$ cat src/rtl/program_loader.sv
// Boot-stage image loader: assembles a little-endian byte stream into 32-bit words,
// writes them to instruction memory and holds the core in reset until the image is complete.
module program_loader #(
   parameter int MAX_WORDS      = 256,
   parameter int TIMEOUT_CYCLES = 1024
) (
   input  logic        clk,
   input  logic        reset,
   input  logic [31:0] base_address,
   input  logic [7:0]  rx_data,
   input  logic        rx_valid,
   output logic        rx_ready,
   output logic        imem_we,
   output logic [31:0] imem_addr,
   output logic [31:0] imem_wdata,
   output logic        core_reset,
   output logic [31:0] initial_address,
   output logic        load_done,
   output logic        load_error,
   output logic [15:0] words_loaded
);

   // Handshake: a byte moves on a rising edge where rx_valid && rx_ready; rx_data is only
   // looked at on such an edge, and rx_ready never depends on rx_valid.

   typedef enum logic [1:0] {
      S_LEN  = 2'd0,
      S_DATA = 2'd1,
      S_DONE = 2'd2,
      S_ERR  = 2'd3
   } state_t;

   localparam logic [31:0] TMO_LIMIT = 32'(TIMEOUT_CYCLES);
   localparam logic [31:0] MAX_LEN   = 32'(MAX_WORDS);
   localparam bit          TMO_ON    = (TIMEOUT_CYCLES != 0);

   state_t      state_q, state_d;
   logic [1:0]  byte_idx_q, byte_idx_d;
   logic [23:0] asm_q, asm_d;
   logic [15:0] len_q, len_d;
   logic [31:0] tmo_q, tmo_d;
   logic        imem_we_q, imem_we_d;
   logic [31:0] imem_addr_q, imem_addr_d;
   logic [31:0] imem_wdata_q, imem_wdata_d;
   logic        core_reset_q, core_reset_d;
   logic [31:0] initial_address_q, initial_address_d;
   logic        load_done_q, load_done_d;
   logic        load_error_q, load_error_d;
   logic [15:0] words_loaded_q, words_loaded_d;

   logic        xfer;
   logic        last_byte;
   logic [31:0] asm_word;
   logic        tmo_active;
   logic        tmo_hit;

   // Reset is folded in so a byte offered during reset is never accepted.
   assign rx_ready  = ~reset & ((state_q == S_LEN) | (state_q == S_DATA));
   assign xfer      = rx_valid & rx_ready;
   assign last_byte = xfer & (byte_idx_q == 2'd3);
   assign asm_word  = {rx_data, asm_q};

   always_comb begin
      state_d           = state_q;
      byte_idx_d        = byte_idx_q;
      asm_d             = asm_q;
      len_d             = len_q;
      tmo_d             = tmo_q;
      imem_we_d         = 1'b0;
      imem_addr_d       = imem_addr_q;
      imem_wdata_d      = imem_wdata_q;
      core_reset_d      = core_reset_q;
      initial_address_d = initial_address_q;
      load_done_d       = load_done_q;
      load_error_d      = load_error_q;
      words_loaded_d    = words_loaded_q;
      tmo_hit           = 1'b0;

      // An empty S_LEN is waiting for a sender that may never have started.
      tmo_active = (state_q == S_DATA) | ((state_q == S_LEN) & (byte_idx_q != 2'd0));

      if (xfer) begin
         byte_idx_d = byte_idx_q + 2'd1;
         tmo_d      = 32'd0;
         case (byte_idx_q)
            2'd0:    asm_d[7:0]   = rx_data;
            2'd1:    asm_d[15:8]  = rx_data;
            2'd2:    asm_d[23:16] = rx_data;
            default: asm_d        = asm_q;
         endcase
      end else if (tmo_active) begin
         tmo_d   = tmo_q + 32'd1;
         tmo_hit = TMO_ON && (tmo_d == TMO_LIMIT);
      end

      case (state_q)
         S_LEN: begin
            if (xfer && (byte_idx_q == 2'd0)) begin
               initial_address_d = {base_address[31:2], 2'b00};
            end
            if (last_byte) begin
               if ((asm_word == 32'd0) || (asm_word > MAX_LEN)) begin
                  state_d      = S_ERR;
                  load_error_d = 1'b1;
                  core_reset_d = 1'b1;
               end else begin
                  state_d = S_DATA;
                  len_d   = asm_word[15:0];
               end
            end else if (tmo_hit) begin
               state_d      = S_ERR;
               load_error_d = 1'b1;
               core_reset_d = 1'b1;
            end
         end
         S_DATA: begin
            if (last_byte) begin
               imem_we_d      = 1'b1;
               imem_addr_d    = initial_address_q + {14'd0, words_loaded_q, 2'b00};
               imem_wdata_d   = asm_word;
               words_loaded_d = words_loaded_q + 16'd1;
               if (words_loaded_d == len_q) begin
                  state_d     = S_DONE;
                  load_done_d = 1'b1;
               end
            end else if (tmo_hit) begin
               state_d      = S_ERR;
               load_error_d = 1'b1;
               core_reset_d = 1'b1;
            end
         end
         S_DONE: begin
            // Released one cycle after entry so the final write lands with the core still held.
            core_reset_d = 1'b0;
         end
         default: begin
            core_reset_d = 1'b1;
         end
      endcase
   end

   always_ff @(posedge clk) begin
      if (reset) begin
         state_q           <= S_LEN;
         byte_idx_q        <= 2'd0;
         asm_q             <= 24'd0;
         len_q             <= 16'd0;
         tmo_q             <= 32'd0;
         imem_we_q         <= 1'b0;
         imem_addr_q       <= 32'd0;
         imem_wdata_q      <= 32'd0;
         core_reset_q      <= 1'b1;
         initial_address_q <= 32'd0;
         load_done_q       <= 1'b0;
         load_error_q      <= 1'b0;
         words_loaded_q    <= 16'd0;
      end else begin
         state_q           <= state_d;
         byte_idx_q        <= byte_idx_d;
         asm_q             <= asm_d;
         len_q             <= len_d;
         tmo_q             <= tmo_d;
         imem_we_q         <= imem_we_d;
         imem_addr_q       <= imem_addr_d;
         imem_wdata_q      <= imem_wdata_d;
         core_reset_q      <= core_reset_d;
         initial_address_q <= initial_address_d;
         load_done_q       <= load_done_d;
         load_error_q      <= load_error_d;
         words_loaded_q    <= words_loaded_d;
      end
   end

   assign imem_we         = imem_we_q;
   assign imem_addr       = imem_addr_q;
   assign imem_wdata      = imem_wdata_q;
   assign core_reset      = core_reset_q;
   assign initial_address = initial_address_q;
   assign load_done       = load_done_q;
   assign load_error      = load_error_q;
   assign words_loaded    = words_loaded_q;

endmodule

$ cat config.mk
export PLATFORM = sky130hd
export DESIGN_NAME = program_loader
export DESIGN_NICKNAME = d
export VERILOG_FILES = /design/src/rtl/program_loader.sv
export SDC_FILE = /design/constraint.sdc
export NUM_CORES = 1
export LEC_CHECK = 0
export CORE_MARGIN = 2
export CORE_UTILIZATION = 50
export DETAILED_ROUTE_END_ITERATION = 7
export GPL_TIMING_DRIVEN = 0
export PLACE_DENSITY_LB_ADDON = 0.12
export SYNTH_ARGS = -nofsm -noshare
export SYNTH_HDL_FRONTEND = slang
export SYNTH_SLANG_ARGS = --single-unit
$ cat constraint.sdc
create_clock -name clk -period 7.3 [get_ports clk]
set_clock_uncertainty 0.05 [all_clocks]
set_input_delay 1.46 -clock clk [delete_from_list [all_inputs] [get_ports clk]]
set_output_delay 1.46 -clock clk [all_outputs]
set_load 0.03 [all_outputs]
==> results of run 1 <==
-- state kept, by name, indices dropped and copies added (netlist names) --
register	flops
core_reset	1
imem_addr	30
asm_q	24
byte_idx_q	2
words_loaded	16
state_q	2
imem_we	1
len_q	16
load_done	1
initial_address	30
load_error	1
tmo_q	32
imem_wdata	32
-- routing by layer --
| layer | up-vias | GRT usage, % |
|---|---|---|
| met3 | 37 | 4.81 |
| met4 | 0 | 8.54 |
| met1 | 3917 | 34.2 |
| met2 | 282 | 41.2 |
| met5 | - | 0 |
| li1 | 4198 | - |
-- layout make-up --
cell class                      instances  share of cell area, %
Timing Repair Buffer                  152                   13.3
Clock inverter                         14                   1.30
Buffer                                 72                   2.67
Multi-Input combinational cell        852                   42.9
Clock buffer                           18                   3.75
Tap cell                              229                   2.50
Inverter                               20                  0.656
Sequential cell                       188                   32.9
-- cell usage in the layout (no fill, tap or decap), types with 7 or more instances in the layout --
cell and count:
nand3_1 32, mux2i_1 17, xnor2_1 52, nand4_1 33
clkdlybuf4s50_1 152, or3_1 9, dfxtp_1 188, nor4_1 15
nor3_1 20, o21ai_0 45, nand3b_1 26, inv_1 20
nand2_1 222, clkbuf_1 53, and3_1 14, xor2_1 47
and2_1 11, nor2b_1 8, ha_1 22, inv_6 7
nor2_1 86, buf_1 7, a21oi_1 117, or2_2 7
clkbuf_16 17
-- cell usage after synthesis (all sizes together), types with 2 or more instances --
master	count	area share, %
a21oi	118	6.6
o21a	6	0.50
inv	20	0.83
xnor2	52	5.0
a211o	3	0.29
buf	19	1.2
o211ai	2	0.17
mux2i	17	1.9
and2	11	0.76
or4	3	0.29
and4	2	0.19
o221ai	2	0.19
o21ai	45	2.5
o21bai	4	0.33
clkbuf	53	2.2
or2	7	0.48
and3	14	0.97
nor3b	6	0.50
nand4	33	2.3
or3	10	0.75
o41ai	2	0.19
nand3b	26	2.2
o31ai	5	0.42
nor2	86	3.6
xor2	47	4.6
nand2b	5	0.35
nor3	23	1.5
nand3	33	1.9
nor4	16	1.3
o22ai	3	0.21
a211oi	6	0.50
dfxtp	188	42
nor2b	8	0.55
a31oi	2	0.14
ha	22	3.0
nand2	222	9.2
-- power groups by stage --
stage	registers (mW)	clock network, mW	logic (mW)
after detailed placement	1.08	0	0.166
after CTS	1.06	0.934	0.167
after global placement	1.08	0	0.164
final	1.06	0.921	0.166
after global routing	1.06	0.975	0.181
after floorplan	1.09	0	0.0770
-- stage by stage --
| step | cells | cell area (um2) | setup slack (ns) |
|---|---|---|---|
| 6_report | 1545 | 11400 | 3.00 |
| 5_1_grt | 1545 | 11400 | 2.94 |
| 4_1_cts | 1545 | 11400 | 3.00 |
| 3_5_place_dp | 1513 | 10900 | 2.93 |
| 3_3_place_gp | 1513 | 10900 | 2.94 |
| 2_1_floorplan | 1132 | 9050 | 3.70 |
-- worst min-delay path, cell delays in order (launching register included) --
cell	delay, ns
dfxtp_1	0.31
nand2_1	0.05
a21oi_1	0.05
-- logic make-up after synthesis --
group | Yosys count | share of synthesized area [%]
simple gates | 506 | 26.8
compound gates | 203 | 12.5
flops | 188 | 41.6
xor+xnor | 99 | 9.59
buf+inv | 92 | 4.21
fa+ha+maj | 23 | 3.27
mux | 17 | 1.88
other cells | 1 | 0.0415
-- path summary, 6_finish.rpt --
check,startpoint,endpoint,slack [ns],depth (start not counted)
setup / recovery,reset,rx_ready,3.00,3
hold / removal,imem_wdata[0]$_SDFFE_PP0P_,imem_wdata[0]$_SDFFE_PP0P_,0.40,2
setup reg to reg,words_loaded[0]$_SDFFE_PP0P_,imem_addr[26]$_SDFFE_PP0P_,4.00,11
hold reg to reg,imem_wdata[0]$_SDFFE_PP0P_,imem_wdata[0]$_SDFFE_PP0P_,0.40,2
==> flow_metrics.py, run 1 <==
metrics = {
    "timing": {
        "finalMaxSlewViolations": 0,
        "tns_ns": 0,
        "max_slew_margin_pct": 43.8,
        "rsz0062_at_grt": "no",
        "fmax_ghz": 0.232,
        "tightestPinTransition_ns": 0.835,
        "setup_viol": 0,
        "hold_viol": 0,
        "finalCritPeriodShare_pct": 59.0,
        "whs_ns": 0.403,
        "finalCriticalPeriod_ns": 4.30,
    },
    "pwr": {
        "total_power_mw": 2.14,
        "pwr-share-seq_pct": 49.3,
        "ir_worst_vdd_uv": 167,
        "p_leak_nw": 4.00,
        "sw_frac_of_total_pct": 25.8,
        "combPwrFrac_pct": 7.7,
        "power_density_mw_per_mm2": 187,
        "p_sw_mw": 0.553,
        "intPower_mw": 1.59,
        "p_clk_share_pct": 43.0,
    },
    "setup_path": {
        "critPathLaunchType": "input port",
        "max_stage_delay_ns": 0.74,
        "path_delay_family": "buffers and inverters",
        "endpoint_kind": "output port",
        "cp.arrival_ns": 2.79,
        "cp_num_buf_inv": 2,
        "worst-setup-path-type": "input port to output port",
        "crit_chain": "clkbuf_1 -> nor2_1 -> clkdlybuf4s50_1",
        "worstPathRequired_ns": 5.79,
        "crit_fanout": 7,
        "crit_path_top_delay_cell": "clkdlybuf4s50_1",
    },
    "clock_tree": {
        "cts.sinks": 188,
        "cts-root-buf": "clkbuf_16",
        "postCtsHoldBufs": 0,
        "clk_latency_ns": 0.44,
        "cts_made_buffers": 17,
        "postCtsSetupBuffers": 0,
        "post_cts_resized": 0,
        "cts_tree": "built",
        "clkTransAtPathRegs_ns": 0.07,
        "htree_levels": 4,
        "clockBufferDepth": 2,
    },
    "synth": {
        "ys_warn_count": 0,
        "synthArstFlopShare_pct": 0,
        "syn_avg_cell_area_um2": 8.01,
        "synth.distinct_cells": 55,
        "ys_ff_latch": 188,
        "synthesis.area_mm2": 0.00904,
        "synthFlopType": "dfxtp_1",
        "seq_area_frac_synth_pct": 41.6,
        "synthesis.instances": 1129,
        "synth_edf_count": 0,
    },
    "route": {
        "top_layer": "met4",
        "met2_length_um": 11100,
        "vias_per_cell": 5.46,
        "wl_met1_um": 11300,
        "antenna_left": 0,
        "post_drt_wl_per_cell_um": 15.8,
        "drc": 0,
        "wl_met3_um": 1490,
        "drt_iter0_drc": 528,
        "wl_um": 24400,
        "num_vias": 8434,
        "drt_pass1_iterations": 5,
    },
    "final_layout": {
        "seqCellArea_mm2": 0.00376,
        "fillerInstances": 1580,
        "antenna_cells": 0,
        "post-route-util_pct": 64.1,
        "drive_gt1_share_pct": 4.64,
        "area_delta_synth_final_pct": 26.6,
        "finalNetCount": 1369,
        "multi_input_area_mm2": 0.00491,
    },
    "min_path": {
        "hold_path.class": "register to register",
    },
    "floorplan": {
        "start_util_pct": 50.7,
        "placementRows": 49,
        "die_h_um": 138,
        "coreArea_mm2": 0.0178,
        "boundaryPins": 160,
        "die_x_um": 138,
        "die_area_mm2": 0.0192,
    },
    "global_route": {
        "grt_pass1_wl_um": 39800,
        "grt_pass1_vias": 7869,
        "grtUsageTotal_pct": 25.4,
        "antenna_found_initial": 0,
        "grt_overflow": 0,
        "grt_max_degree": 19,
    },
    "status": {
        "status": "complete, no violations",
    },
    "placed_design": {
        "numPortBuffers": 152,
        "finalWeightedCongestion": 0.954,
        "hpwl_um": 17900,
    },
    "run": {
        "drv_cap": 0,
    },
}
(Power assumes the default switching activity.)
==> run 2, diff against run 1 <==
Settings changed: CORE_UTILIZATION 50 to 48.
Clock period 7.3 ns to 3.7 ns, I/O delays scaled along.
==> run 2 against run 1 <==
  * Routed wire length about the same
  * Clock power up 99%
  * First-iteration DRC count up 18%
  * Worst hold slack better by 0.0056 ns
  * Cell area up 0.20%
==> flow_metrics.py, run 2 (same netlist as run 1, synthesis figures left out) <==
metrics = {
    "setup_path": {
        "max_stage_delay_ns": 0.61,
        "worst-setup-path-type": "register to register",
        "crit_path_top_delay_cell": "o211ai_1",
        "cp.arrival_ns": 3.65,
        "critPathLaunchType": "register",
        "crit_fanout": 7,
        "crit_path_frequent_cell": "a21oi_1",
        "endpoint_kind": "register",
        "r2r_start": "words_loaded[0]$_SDFFE_PP0P_",
        "worstReg2RegEnd": "imem_addr[26]$_SDFFE_PP0P_",
        "ff2ff_path_depth": 11,
        "worstPathRequired_ns": 4.03,
        "crit_chain": "ha_1 -> inv_1 -> fa_1 -> nor2b_1 -> o31ai_1 -> a21oi_1 -> a21oi_1 -> o211ai_1 -> nand4_1 -> or3_1 -> nand3_1",
        "r2r_setup_slack_ns": 0.38,
    },
    "timing": {
        "finalCriticalPeriod_ns": 3.32,
        "fmax_ghz": 0.301,
        "rsz0062_at_grt": "no",
        "hold_viol": 0,
        "max_slew_margin_pct": 46.8,
        "tns_ns": 0,
        "layout_setup_ws_ns": 0.381,
        "tightestPinTransition_ns": 0.790,
        "finalMaxSlewViolations": 0,
        "setup_viol": 0,
        "finalCritPeriodShare_pct": 89.7,
    },
    "placed_design": {
        "hpwl_um": 18100,
        "numPortBuffers": 152,
        "preCtsSetupSlack_ns": 0.0101,
        "finalWeightedCongestion": 0.885,
        "dp.cells": 1518,
        "postPlaceCellArea_mm2": 0.0109,
    },
    "route": {
        "antenna_left": 0,
        "drt_pass1_iterations": 5,
        "wl_um": 24400,
        "num_vias": 8393,
        "drt_iter0_drc": 624,
        "vias_per_cell": 5.41,
        "drc": 0,
        "post_drt_wl_per_cell_um": 15.8,
    },
    "global_route": {
        "met1_usage_pct": 33.7,
        "grt_overflow": 0,
        "grt_pass1_wl_um": 38900,
        "grt_max_degree": 21,
        "grt_pass1_vias": 7541,
        "grtUsageTotal_pct": 24.2,
        "antenna_found_initial": 0,
        "grt-busiest-layer": "met2",
        "gr-usage-met3_pct": 4.18,
        "grtUsageMet2_pct": 38.5,
    },
    "floorplan": {
        "boundaryPins": 160,
        "coreArea_mm2": 0.0186,
        "placementRows": 50,
        "die_x_um": 141,
        "die_h_um": 141,
        "start_util_pct": 48.6,
        "die_area_mm2": 0.0199,
    },
    "final_layout": {
        "final_cell_mix": "nand2_1, dfxtp_1, clkdlybuf4s50_1",
        "drive_gt1_share_pct": 4.71,
        "final_common_cell": "nand2_1",
        "antenna_cells": 0,
        "finalNetCount": 1369,
        "fillerInstances": 1718,
        "multi_input_area_mm2": 0.00491,
        "stdcell_count": 1550,
        "area_delta_synth_final_pct": 26.9,
        "stdcell_area_mm2": 0.0115,
        "seqCellArea_mm2": 0.00376,
    },
    "clock_tree": {
        "cts_made_buffers": 17,
        "htree_levels": 4,
        "clkTransAtPathRegs_ns": 0.08,
        "clockBufferDepth": 2,
        "postCtsSetupBuffers": 0,
        "postCtsHoldBufs": 0,
        "cts-root-buf": "clkbuf_16",
        "cts.sinks": 188,
        "cts_tree": "built",
        "post_cts_resized": 0,
        "clk_latency_ns": 0.44,
    },
    "pwr": {
        "ir_worst_vdd_uv": 331,
        "p_clk_share_pct": 43.1,
        "combPwrFrac_pct": 7.8,
        "total_power_mw": 4.24,
        "pwr-share-seq_pct": 49.1,
        "sw_frac_of_total_pct": 27.0,
        "power_density_mw_per_mm2": 370,
        "p_leak_nw": 4.00,
        "intPower_mw": 3.10,
        "p_sw_mw": 1.15,
    },
    "min_path": {
        "min_from": "imem_wdata[27]$_SDFFE_PP0P_",
        "worst_hold_path.endpoint": "imem_wdata[27]$_SDFFE_PP0P_",
        "hold_path.class": "register to register",
        "hold_depth": 2,
    },
    "status": {
        "status": "complete, no violations",
    },
    "run": {
        "drv_cap": 0,
    },
}
run 2: changes by cell type in the layout (fill, tap and decap cells not counted), sizes merged:
| cell | before | now |
|---|---|---|
| clkbuf | 71 | 70 |
| bufinv | 1 | 0 |
| clkinvlp | 0 | 2 |
run 2: layer usage:
layer	share of wire (%)	wire [um]
met2	45	10900
met5	0	0
met3	6.5	1580
met1	47	11500
met4	1.9	476
run 2: cell type report:
class                           count  share of cell area, %
Inverter                           20                  0.655
Tap cell                          234                   2.55
Sequential cell                   188                   32.8
Clock buffer                       17                   3.71
Multi-Input combinational cell    852                   42.9
Buffer                             72                   2.66
Timing Repair Buffer              152                   13.3
Clock inverter                     15                   1.47
run 2: how the worst max path moves through the flow:
stage | slack (ns) | start | cells after the start | to
final | 0.38 | words_loaded[0]$_SDFFE_PP0P_ | 11 | imem_addr[26]$_SDFFE_PP0P_
after global routing | 0.12 | words_loaded[0]$_SDFFE_PP0P_ | 11 | imem_addr[26]$_SDFFE_PP0P_
after CTS | 0.20 | words_loaded[9]$_SDFFE_PP0P_ | 10 | imem_addr[31]$_SDFFE_PP0P_
after detailed placement | 0.01 | reset | 9 | imem_wdata[6]$_SDFFE_PP0P_
after global placement | -0.01 | reset | 8 | imem_addr[31]$_SDFFE_PP0P_
after floorplan | 0.83 | reset | 10 | imem_addr[6]$_SDFFE_PP0P_
run 2: worst max-delay path, delay by kind of cell, from the launching register on:
family | cells | cell delay [ns]
buf+inv | 1 | 0.06
flops | 1 | 0.51
simple gates | 4 | 0.82
fa+ha+maj | 2 | 0.64
compound gates | 4 | 1.18
run 2: metrics by stage:
stage               utilization [%]  hold slack [ns]
floorplan                         -            0.390
finish                         61.7            0.408
global placement               58.5            0.395
detailed placement             58.5            0.400
global route                   61.7            0.433
CTS                            61.7            0.412
run 2: power by group through the flow:
stage	clock network [mW]	logic (mW)	registers, mW
after floorplan	0	0.152	2.16
after global placement	0	0.326	2.13
after detailed placement	0	0.328	2.13
after CTS	1.86	0.330	2.08
after global routing	1.95	0.360	2.09
final	1.83	0.330	2.08
==> run 3, diff against run 2 <==
Settings changed: CORE_UTILIZATION 48 to 38, DONT_BUFFER_PORTS from default to 1.
==> run 3 against run 2 <==
  * Critical path type is now input port to register
  * Cell area decreased by 12%
  * Sequential power rose by 2%
  * Combinational power down 38%
  * Critical endpoint is now imem_addr[6]$_SDFFE_PP0P_
  * Highest routed layer unchanged
  * Largest power group unchanged
  * Maximum frequency down 1.4%
==> flow_metrics.py, run 3 (same netlist as run 1, synthesis figures left out) <==
metrics = {
    "status": {
        "status": "complete, no violations",
    },
    "floorplan": {
        "die_area_mm2": 0.0250,
        "start_util_pct": 38.6,
        "coreArea_mm2": 0.0234,
        "die_x_um": 158,
        "boundaryPins": 160,
        "die_h_um": 158,
        "placementRows": 56,
    },
    "setup_path": {
        "crit_path_frequent_cell": "clkbuf_1",
        "endpoint_kind": "register",
        "worst-setup-path-type": "input port to register",
        "crit_path_top_delay_cell": "clkbuf_1",
        "ff2ff_path_depth": 9,
        "cp.depth": 10,
        "crit_chain": "clkbuf_1 -> nor2_2 -> and2_1 -> nand4_1 -> clkbuf_1 -> inv_1 -> clkbuf_1 -> buf_1 -> nand3_1 -> a21oi_1",
        "worstPathRequired_ns": 4.01,
        "max_stage_delay_ns": 0.58,
        "cp_num_buf_inv": 5,
        "crit_fanout": 10,
        "critPathLaunchType": "input port",
        "path_delay_family": "buffers and inverters",
        "cp.arrival_ns": 3.68,
    },
    "timing": {
        "tightestPinTransition_ns": 0.909,
        "layout_setup_ws_ns": 0.335,
        "max_slew_margin_pct": 39.4,
        "rsz0062_at_grt": "no",
        "finalCriticalPeriod_ns": 3.36,
        "hold_viol": 0,
        "setup_viol": 0,
        "fmax_ghz": 0.297,
        "finalCritPeriodShare_pct": 90.9,
        "finalMaxSlewViolations": 0,
    },
    "min_path": {
        "hold_depth": 2,
        "hold_path.class": "input port to register",
    },
    "placed_design": {
        "numPortBuffers": 0,
        "dp.cells": 1451,
        "hpwl_um": 19000,
        "preCtsSetupSlack_ns": -0.546,
        "finalWeightedCongestion": 0.887,
    },
    "clock_tree": {
        "clockBufferDepth": 2,
        "cts.sinks": 188,
        "clk_latency_ns": 0.44,
        "cts-root-buf": "clkbuf_16",
        "cts_made_buffers": 17,
        "htree_levels": 4,
        "cts_tree": "built",
        "clkTransAtPathRegs_ns": 0.08,
    },
    "route": {
        "drc": 0,
        "num_vias": 7627,
        "vias_per_cell": 5.14,
        "drt_pass1_iterations": 5,
        "drt_iter0_drc": 449,
        "antenna_left": 0,
        "post_drt_wl_per_cell_um": 17.2,
        "wl_um": 25500,
    },
    "pwr": {
        "total_power_mw": 4.25,
        "p_leak_nw": 3.48,
        "ir_worst_vdd_uv": 228,
        "power_density_mw_per_mm2": 421,
    },
    "global_route": {
        "grt_overflow": 0,
        "antenna_found_initial": 0,
        "grt_max_degree": 21,
        "grtUsageTotal_pct": 20.8,
        "grt_pass1_vias": 7362,
        "grt_pass1_wl_um": 40500,
    },
    "final_layout": {
        "final_cell_mix": "nand2_1, dfxtp_1, a21oi_1",
        "antenna_cells": 0,
        "post-route-util_pct": 43.1,
        "drive_gt1_share_pct": 5.66,
        "finalNetCount": 1219,
        "stdcell_count": 1485,
        "area_delta_synth_final_pct": 11.6,
        "final_common_cell": "nand2_1",
    },
    "run": {
        "drv_cap": 0,
    },
}
run 3: per-layer routing:
layer / part of all wire, % / track usage (%)
met3: 8.4 / 5.94
met1: 46 / 27.5
met2: 44 / 33.6
met5: 0 / 0
met4: 1.1 / 4.68
run 3: layout make-up:
cell class	instances	area (um2)
inverter	20	75.1
clock buffer	17	425
sequential	188	3760
tap	319	399
fill	2406	13300
buffer	72	307
timing repair buffer	2	15.0
multi-input combinational	852	4920
clock inverter	15	190
run 3: timing repair:
| action | in CTS | in global routing |
|---|---|---|
| pin swaps | 0 | 1 |
| hold buffers | 0 | 0 |
| setup endpoints to repair | 2 | 6 |
| gates resized for setup | 2 | 1 |
| buffers inserted | 0 | 2 |
run 3: path summary, 6_finish.rpt:
path	startpoint	to	slack [ns]
worst max-delay path	reset	imem_addr[6]$_SDFFE_PP0P_	0.34
worst min-delay path	base_address[5]	initial_address[5]$_SDFFE_PP0P_	0.38
worst max register to register	words_loaded[1]$_SDFFE_PP0P_	imem_addr[31]$_SDFFE_PP0P_	0.36
worst min register to register	asm_q[18]$_SDFFE_PP0P_	asm_q[18]$_SDFFE_PP0P_	0.43
run 3: power by group:
group          total [mW]  internal, mW  switching [mW]  leakage [nW]
combinational       0.206        0.0655           0.140          1.67
sequential           2.12          2.05          0.0722          1.52
clock                1.92         0.979           0.939         0.299
total                4.25          3.10            1.15          3.48
run 3: stage by stage:
stage | setup TNS, ns | hold slack [ns] | instance area (um2)
3_5_place_dp | -17.18 | 0.414 | 9450
2_1_floorplan | 0 | 0.390 | 9050
3_3_place_gp | -20.89 | 0.408 | 9450
6_report | 0 | 0.377 | 10100
5_1_grt | 0 | 0.362 | 10100
4_1_cts | 0 | 0.363 | 10100
